<file path="src/rtl/mpc_pkg.sv">
// Shared fixed-point types, solver FSM states and abs/saturation helpers.
// FX_W is the solver word width; blocks using fx_t assume DATA_WIDTH == FX_W.
package mpc_pkg;

  localparam int FX_W = 16;

  typedef logic signed [FX_W-1:0] fx_t;
  typedef logic        [FX_W-1:0] ures_t;

  typedef enum logic [2:0] {
    IDLE,
    U_ISSUE,
    U_WAIT,
    U_UPD,
    X_ISSUE,
    X_WAIT,
    X_UPD,
    DONE_STATE
  } state_t;

  localparam fx_t FX_MAX = {1'b0, {(FX_W-1){1'b1}}};
  localparam fx_t FX_MIN = {1'b1, {(FX_W-1){1'b0}}};
  localparam logic signed [FX_W+1:0] WIDE_MAX = (FX_W+2)'(FX_MAX);
  localparam logic signed [FX_W+1:0] WIDE_MIN = (FX_W+2)'(FX_MIN);

  // Magnitude of a one-bit-wider difference, clipped to the unsigned word range.
  function automatic ures_t abs_clip(input logic signed [FX_W:0] d);
    logic [FX_W:0] mag;
    mag = d[FX_W] ? -d : d;
    return mag[FX_W] ? '1 : mag[FX_W-1:0];
  endfunction

  function automatic fx_t sat_fx(input logic signed [FX_W+1:0] s);
    if (s > WIDE_MAX)      return FX_MAX;
    else if (s < WIDE_MIN) return FX_MIN;
    else                   return s[FX_W-1:0];
  endfunction

  function automatic logic sat_ovf(input logic signed [FX_W+1:0] s);
    return (s > WIDE_MAX) || (s < WIDE_MIN);
  endfunction

endpackage

</file>
<file path="src/rtl/dual_elem_update.sv">
// Combinational per-element dual update: dual_new = dual_old + (a - b), plus |a - b|.
// With DUAL_UPDATE_SAT_EN the result saturates and overflow flags the clip; otherwise it wraps.
module dual_elem_update
  import mpc_pkg::*;
(
  input  fx_t   a,
  input  fx_t   b,
  input  fx_t   dual_old,
  output fx_t   dual_new,
  output ures_t abs_diff
`ifdef DUAL_UPDATE_SAT_EN
  ,
  output logic  overflow
`endif
);

  logic signed [FX_W:0] d;

  assign d        = {a[FX_W-1], a} - {b[FX_W-1], b};
  assign abs_diff = abs_clip(d);

`ifdef DUAL_UPDATE_SAT_EN
  logic signed [FX_W+1:0] sum;

  assign sum      = {{2{dual_old[FX_W-1]}}, dual_old} + {d[FX_W], d};
  assign dual_new = sat_fx(sum);
  assign overflow = sat_ovf(sum);
`else
  // Only the low word of the wide sum survives, so the carry-out bits are never built.
  assign dual_new = dual_old + d[FX_W-1:0];
`endif

endmodule

</file>
<file path="src/rtl/dual_update.sv">
// ADMM scaled-dual update: sweeps y += (u - z) then g += (x - v), tracking max |residual|.
// Optional DUAL_UPDATE_SAT_EN: saturating dual update plus sticky sat_flag output.
module dual_update
  import mpc_pkg::*;
#(
  parameter int STATE_DIM    = 12,
  parameter int INPUT_DIM    = 4,
  parameter int HORIZON      = 30,
  parameter int DATA_WIDTH   = 16,
  parameter int FRAC_BITS    = 8,
  parameter int ADDR_WIDTH   = 9,
  parameter int READ_LATENCY = 2
) (
  input  logic                  clk,
  input  logic                  rst,
  input  logic                  start,
  input  logic [31:0]           active_horizon,
  output logic [ADDR_WIDTH-1:0] u_addr,
  input  logic [DATA_WIDTH-1:0] u_data,
  input  logic [DATA_WIDTH-1:0] z_data,
  input  logic [DATA_WIDTH-1:0] y_data,
  output logic [DATA_WIDTH-1:0] y_wrdata,
  output logic                  y_wren,
  output logic [ADDR_WIDTH-1:0] x_addr,
  input  logic [DATA_WIDTH-1:0] x_data,
  input  logic [DATA_WIDTH-1:0] v_data,
  input  logic [DATA_WIDTH-1:0] g_data,
  output logic [DATA_WIDTH-1:0] g_wrdata,
  output logic                  g_wren,
  output logic [DATA_WIDTH-1:0] pri_res_u,
  output logic [DATA_WIDTH-1:0] pri_res_x,
  output logic                  done
`ifdef DUAL_UPDATE_SAT_EN
  ,
  output logic                  sat_flag
`endif
);

  localparam int WW = (READ_LATENCY > 1) ? $clog2(READ_LATENCY) : 1;
  localparam logic [WW-1:0]         WAIT_LAST = WW'(READ_LATENCY - 1);
  localparam logic [31:0]           HOR_32    = 32'(HORIZON);
  localparam logic [ADDR_WIDTH-1:0] HOR_A     = ADDR_WIDTH'(HORIZON);
  localparam logic [ADDR_WIDTH-1:0] IN_DIM_A  = ADDR_WIDTH'(INPUT_DIM);
  localparam logic [ADDR_WIDTH-1:0] ST_DIM_A  = ADDR_WIDTH'(STATE_DIM);
  localparam logic [ADDR_WIDTH-1:0] ONE_A     = ADDR_WIDTH'(1);

  state_t                state_q, state_d;
  logic [ADDR_WIDTH-1:0] h_clamp, nu_in, nx_in;
  logic [ADDR_WIDTH-1:0] nu_q, nx_q, u_idx, x_idx;
  logic [WW-1:0]         wait_cnt;
  logic                  u_last, x_last;
  fx_t                   y_new, g_new;
  ures_t                 u_abs, x_abs;
`ifdef DUAL_UPDATE_SAT_EN
  logic                  u_ovf, x_ovf;
`endif

  // Input trajectory stops one step short of the horizon; states span all of it.
  assign h_clamp = (active_horizon > HOR_32) ? HOR_A : active_horizon[ADDR_WIDTH-1:0];
  assign nu_in   = (h_clamp <= ONE_A) ? '0 : (h_clamp - ONE_A) * IN_DIM_A;
  assign nx_in   = h_clamp * ST_DIM_A;
  assign u_last  = (u_idx == nu_q - ONE_A);
  assign x_last  = (x_idx == nx_q - ONE_A);

  dual_elem_update u_upd (
    .a        (u_data),
    .b        (z_data),
    .dual_old (y_data),
    .dual_new (y_new),
    .abs_diff (u_abs)
`ifdef DUAL_UPDATE_SAT_EN
    ,
    .overflow (u_ovf)
`endif
  );

  dual_elem_update x_upd (
    .a        (x_data),
    .b        (v_data),
    .dual_old (g_data),
    .dual_new (g_new),
    .abs_diff (x_abs)
`ifdef DUAL_UPDATE_SAT_EN
    ,
    .overflow (x_ovf)
`endif
  );

  // Strobes decode straight from the state register so reset kills them at once.
  assign y_wren   = (state_q == U_UPD);
  assign g_wren   = (state_q == X_UPD);
  assign y_wrdata = y_wren ? y_new : '0;
  assign g_wrdata = g_wren ? g_new : '0;

  always_comb begin
    // NOTE: every always_comb output gets a default first so no path infers a latch.
    state_d = state_q;
    unique case (state_q)
      IDLE:
        if (start) begin
          if (nu_in != '0)      state_d = U_ISSUE;
          else if (nx_in != '0) state_d = X_ISSUE;
          else                  state_d = DONE_STATE;
        end
      U_ISSUE:    state_d = U_WAIT;
      U_WAIT:     if (wait_cnt == WAIT_LAST) state_d = U_UPD;
      U_UPD:      state_d = u_last ? X_ISSUE : U_ISSUE;
      X_ISSUE:    state_d = X_WAIT;
      X_WAIT:     if (wait_cnt == WAIT_LAST) state_d = X_UPD;
      X_UPD:      state_d = x_last ? DONE_STATE : X_ISSUE;
      DONE_STATE: if (!start) state_d = IDLE;
      default:    state_d = IDLE;
    endcase
  end

  // NOTE: sequential state uses non-blocking assignments so every register sees pre-edge values.
  always_ff @(posedge clk or posedge rst) begin
    if (rst) state_q <= IDLE;
    else     state_q <= state_d;
  end

  always_ff @(posedge clk or posedge rst) begin
    if (rst) begin
      u_addr    <= '0;
      x_addr    <= '0;
      u_idx     <= '0;
      x_idx     <= '0;
      nu_q      <= '0;
      nx_q      <= '0;
      wait_cnt  <= '0;
      pri_res_u <= '0;
      pri_res_x <= '0;
      done      <= 1'b0;
`ifdef DUAL_UPDATE_SAT_EN
      sat_flag  <= 1'b0;
`endif
    end else begin
      done <= (state_d == DONE_STATE);
      unique case (state_q)
        IDLE:
          if (start) begin
            pri_res_u <= '0;
            pri_res_x <= '0;
            u_idx     <= '0;
            x_idx     <= '0;
            nu_q      <= nu_in;
            nx_q      <= nx_in;
`ifdef DUAL_UPDATE_SAT_EN
            sat_flag  <= 1'b0;
`endif
          end
        U_ISSUE: begin
          u_addr   <= u_idx;
          wait_cnt <= '0;
        end
        X_ISSUE: begin
          x_addr   <= x_idx;
          wait_cnt <= '0;
        end
        U_WAIT, X_WAIT: wait_cnt <= wait_cnt + 1'b1;
        U_UPD: begin
          u_idx <= u_idx + ONE_A;
          if (u_abs > pri_res_u) pri_res_u <= u_abs;
`ifdef DUAL_UPDATE_SAT_EN
          if (u_ovf) sat_flag <= 1'b1;
`endif
        end
        X_UPD: begin
          x_idx <= x_idx + ONE_A;
          if (x_abs > pri_res_x) pri_res_x <= x_abs;
`ifdef DUAL_UPDATE_SAT_EN
          if (x_ovf) sat_flag <= 1'b1;
`endif
        end
        default: ;
      endcase
    end
  end

endmodule

</file>
<file path="config.mk">
export PLATFORM = sky130hd
export DESIGN_NAME = dual_update
export DESIGN_NICKNAME = d
export VERILOG_FILES = /design/src/rtl/mpc_pkg.sv /design/src/rtl/dual_elem_update.sv /design/src/rtl/dual_update.sv
export SDC_FILE = /design/constraint.sdc
export NUM_CORES = 1
export LEC_CHECK = 0
export BUFFER_PORTS_ARGS = -buffer_cell sky130_fd_sc_hd__buf_2
export CELL_PAD_IN_SITES_DETAIL_PLACEMENT = 1
export CELL_PAD_IN_SITES_GLOBAL_PLACEMENT = 2
export CORE_UTILIZATION = 33
export DETAILED_ROUTE_END_ITERATION = 12
export GPL_TIMING_DRIVEN = 0
export MAX_ROUTING_LAYER = met4
export PLACE_DENSITY_LB_ADDON = 0.12
export SLEW_MARGIN = 20
export SYNTH_ARGS = -nofsm -noshare
export SYNTH_HDL_FRONTEND = slang
export SYNTH_SLANG_ARGS = --single-unit
</file>
<file path="constraint.sdc">
create_clock -name clk -period 5.2 [get_ports clk]
set_clock_uncertainty 0.15 [all_clocks]
set_input_delay 0.78 -clock clk [delete_from_list [all_inputs] [get_ports clk]]
set_output_delay 0.78 -clock clk [all_outputs]
set_load 0.02 [all_outputs]
</file>
==> impl_metrics.yaml <==
clock_tree:
  cts.htree.levels: 3
  numCtsBuffers: 9
  cts_root_buffer: "clkbuf_16"
  cts_buffer_depth: 2
  path_clk_slew_ns: 0.07
  cts_sinks: 87
  tritoncts: "yes"
  clock_latency_ns: 0.35
worst_setup_path:
  r2r-end: "state_q[1]"
  path_max_fanout: 5
  r2r_slack_ns: 2.28
  critPathLaunchType: "input port"
  path_class: "in -> reg"
  r2r_start: "state_q[0]"
  reg2reg_depth: 10
  crit_required_ns: 5.28
  cp-startpoint: "v_data[0]"
  arrival_ns: 5.24
  crit_path_end_kind: "register"
  endpoint: "pri_res_x[15]"
outcome:
  status: "finished, final reports clean"
floorplan:
  rows: 62
  dieWidth_um: 174
  die_area_sq_mm: 0.0303
  core_area_sq_mm: 0.0289
  die_y_um: 174
  initial_core_util_pct: 33.8
  ios: 216
placement:
  place_area_sq_mm: 0.0114
  gp_congestion: 0.870
  hpwl_um: 26300
  io_buffers: 215
final_layout:
  layout-drive-gt1-share_pct: 36.0
  stdcell_area_sq_mm: 0.0136
  syn_to_final_growth_pct: 39.6
  num-fill-cells: 3518
  utilization_pct: 47.2
  nets: 1784
logic_synthesis:
  synth_fa_ha_area_share_pct: 15.9
  synth.distinct_cells: 98
  yosysTopAreaCellShare_pct: 22.3
  synth_seq_cells: 87
  yosysWarningCount: 0
  yosys.area.top_type: "dfrtp_1"
  syn_inst: 1207
  yosys.area_share.simple_pct: 20.8
  synth-edff-count: 0
  ys_seq_area_share_pct: 22.3
  muxShareOfSynthArea_pct: 2.50
  synth_compound_area_share_pct: 24.7
  async_reset_ff_share_pct: 100
  synth_area_leaders: "dfrtp_1 (22%), ha_1 (15%), inv_1 (4.3%)"
  synth-xor-area-share_pct: 7.58
  synth_flop_cell: "dfrtp_1"
  avgSynthCellArea_sq_um: 8.08
  synth_top_family_by_area: "compound AO/OA/AOI/OAI gates"
  synth_area_sq_mm: 0.00976
sta:
  worst_pin_slew_ns: 1.10
  max_slew_margin_pct: 25.7
  max_freq_mhz: 194
  min_period_ns: 5.16
  finalHoldViolCount: 0
  rsz0062_at_grt: "true"
  period_share_pct: 99.2
  slew_violations: 0
  finalSetupViolCount: 0
routing:
  drtAntennaViolNets: 0
  via_per_inst: 5.36
  dr_total_vias: 10320
  drc_errors: 0
  dr.pass1.iters: 4
  drt_wl_total_um: 34800
  wl_per_cell_um: 18.1
  drt_iter0_drc: 420
global_routing:
  grt_pass1_vias: 10468
  grt_pass1_wl_um: 54000
  antenna_found_initial: 4
  grt_overflow: 0
  grt_max_degree: 66
  grtUsageTotal_pct: 22.6
pwr:
  p_leak_uw: 0.00632
  power_density_mw_per_mm2: 256
  finalPower_uw: 3490
  max-vdd-ir-drop_mv: 0.143
job:
  maxCapViolCount: 0
min_path:
  min_path_type: "in -> async"
[cells in the mapped netlist (6+ instances only)]
cell type and number:
ha_1 116, inv_1 111, nand2_1 91, nor2_1 88
dfrtp_1 87, o21ai_0 67, a21oi_1 64, nor3_1 43
xnor2_1 43, nand3_1 38, xor2_1 35, a31oi_1 34
clkbuf_1 26, o21a_1 23, a21o_1 22, nand4_1 20
mux2_2 19, and2_1 15, and3_1 15, nor2b_1 15
o211ai_1 15, o31ai_1 15, nand2b_1 13, nor4_1 12
a211oi_1 9, a22o_1 8, buf_2 8, o21ai_1 8
or2_2 7, or3_1 7, o2111ai_1 6
[power by group]
part	internal (uW)	switching, uW
Combinational	925	1130
Clock	330	302
Sequential	738	62.8
[worst min-delay path by stage]
stage | slack (ns) | cells after the start | start | to
3_5_place_dp | 0.34 | 1 | x_addr[5] | x_addr[5]
5_1_grt | 0.22 | 2 | rst | x_idx[3]
6_report | 0.22 | 2 | rst | x_idx[3]
3_3_place_gp | 0.33 | 1 | x_addr[5] | x_addr[5]
4_1_cts | 0.22 | 2 | rst | x_idx[3]
2_1_floorplan | 0.32 | 2 | nu_q[8] | nu_q[8]
[what timing repair did]
action,4_1_cts,5_1_grt
cloned,1,0
hold buffers,0,0
gates resized for setup,96,147
buffers inserted,46,54
pin swaps,60,82
setup endpoints to repair,40,41
hold endpoints to repair,0,0
[worst max-delay path, stage by stage]
cell	delay, ns
buf_4	0.13
ha_4	0.15
fa_2	0.40
nor2b_4	0.15
o211a_4	0.19
buf_6	0.11
o21ai_4	0.08
a21bo_2	0.24
a22oi_2	0.24
nand4_1	0.17
buf_6	0.17
nor4_4	0.32
buf_6	0.18
buf_6	0.10
a21oi_4	0.05
ha_2	0.17
nand2b_4	0.13
a21oi_2	0.15
nor3_2	0.07
o31ai_4	0.26
a211oi_2	0.11
a311oi_2	0.25
buf_4	0.20
nor2_4	0.05
buf_12	0.16
a22o_1	0.23
[flip-flops by register name (all words and copies together), names as in the netlist]
name,count
nx_q,7
wait_cnt,1
nu_q,7
u_addr,9
pri_res_x,16
pri_res_u,16
x_addr,9
state_q,3
x_idx,9
done,1
u_idx,9
[cell type report]
cell class / instances / area [sq um] / share of cell area [%]
plain buffers: 35 / 238 / 1.75
flip-flops and latches: 87 / 2180 / 16.0
repair buffers: 316 / 1890 / 13.9
inverters: 113 / 432 / 3.17
diodes: 4 / 10.0 / 0.0735
clock inverters: 7 / 53.8 / 0.395
clock buffers: 9 / 225 / 1.65
well taps: 384 / 480 / 3.53
multi-input cells: 970 / 8110 / 59.5
[layout by cell type, fill, tap and decap left out, types with 14 or more instances in the layout]
cell,count
xor2_1,28
inv_1,107
a21oi_1,47
a21o_1,22
nor3_1,34
o211ai_1,15
buf_4,98
nor2_1,81
buf_2,216
nand2_1,86
ha_4,14
xnor2_1,35
dfrtp_1,87
mux2_2,19
o21ai_0,57
nand4_1,20
nand3_1,35
o21a_1,22
ha_1,96
a31oi_1,30
clkbuf_1,18
[layer usage]
metal / GRT usage (%) / routed length [um] / share of wire, % / up-vias
li1: - / - / - / 5046
met1: 27.6 / 15600 / 45 / 5051
met2: 40.2 / 17500 / 50 / 188
met3: 2.87 / 1180 / 3.4 / 35
met4: 3.44 / 504 / 1.4 / 0
met5: - / 0 / 0 / -
[kinds of logic after synthesis]
logic type,after synthesis
multiplexers,22
other,1
flip-flops,87
AO/OA/AOI/OAI,347
XOR/XNOR,81
buffers and inverters,152
AND/OR/NAND/NOR,396
adder cells (fa/ha/maj),121
[through the flow]
stage | setup WS (ns) | hold slack, ns | TNS [ns] | instances
6_report | 0.0392 | 0.217 | 0 | 1925
5_1_grt | -0.126 | 0.224 | -1.06 | 1925
4_1_cts | -0.0226 | 0.217 | -0.0226 | 1871
3_5_place_dp | -1.10 | 0.342 | -32.79 | 1809
3_3_place_gp | -1.11 | 0.335 | -32.80 | 1808
2_1_floorplan | 0.0285 | 0.320 | 0 | 1209
(Power assumes the default switching activity.)
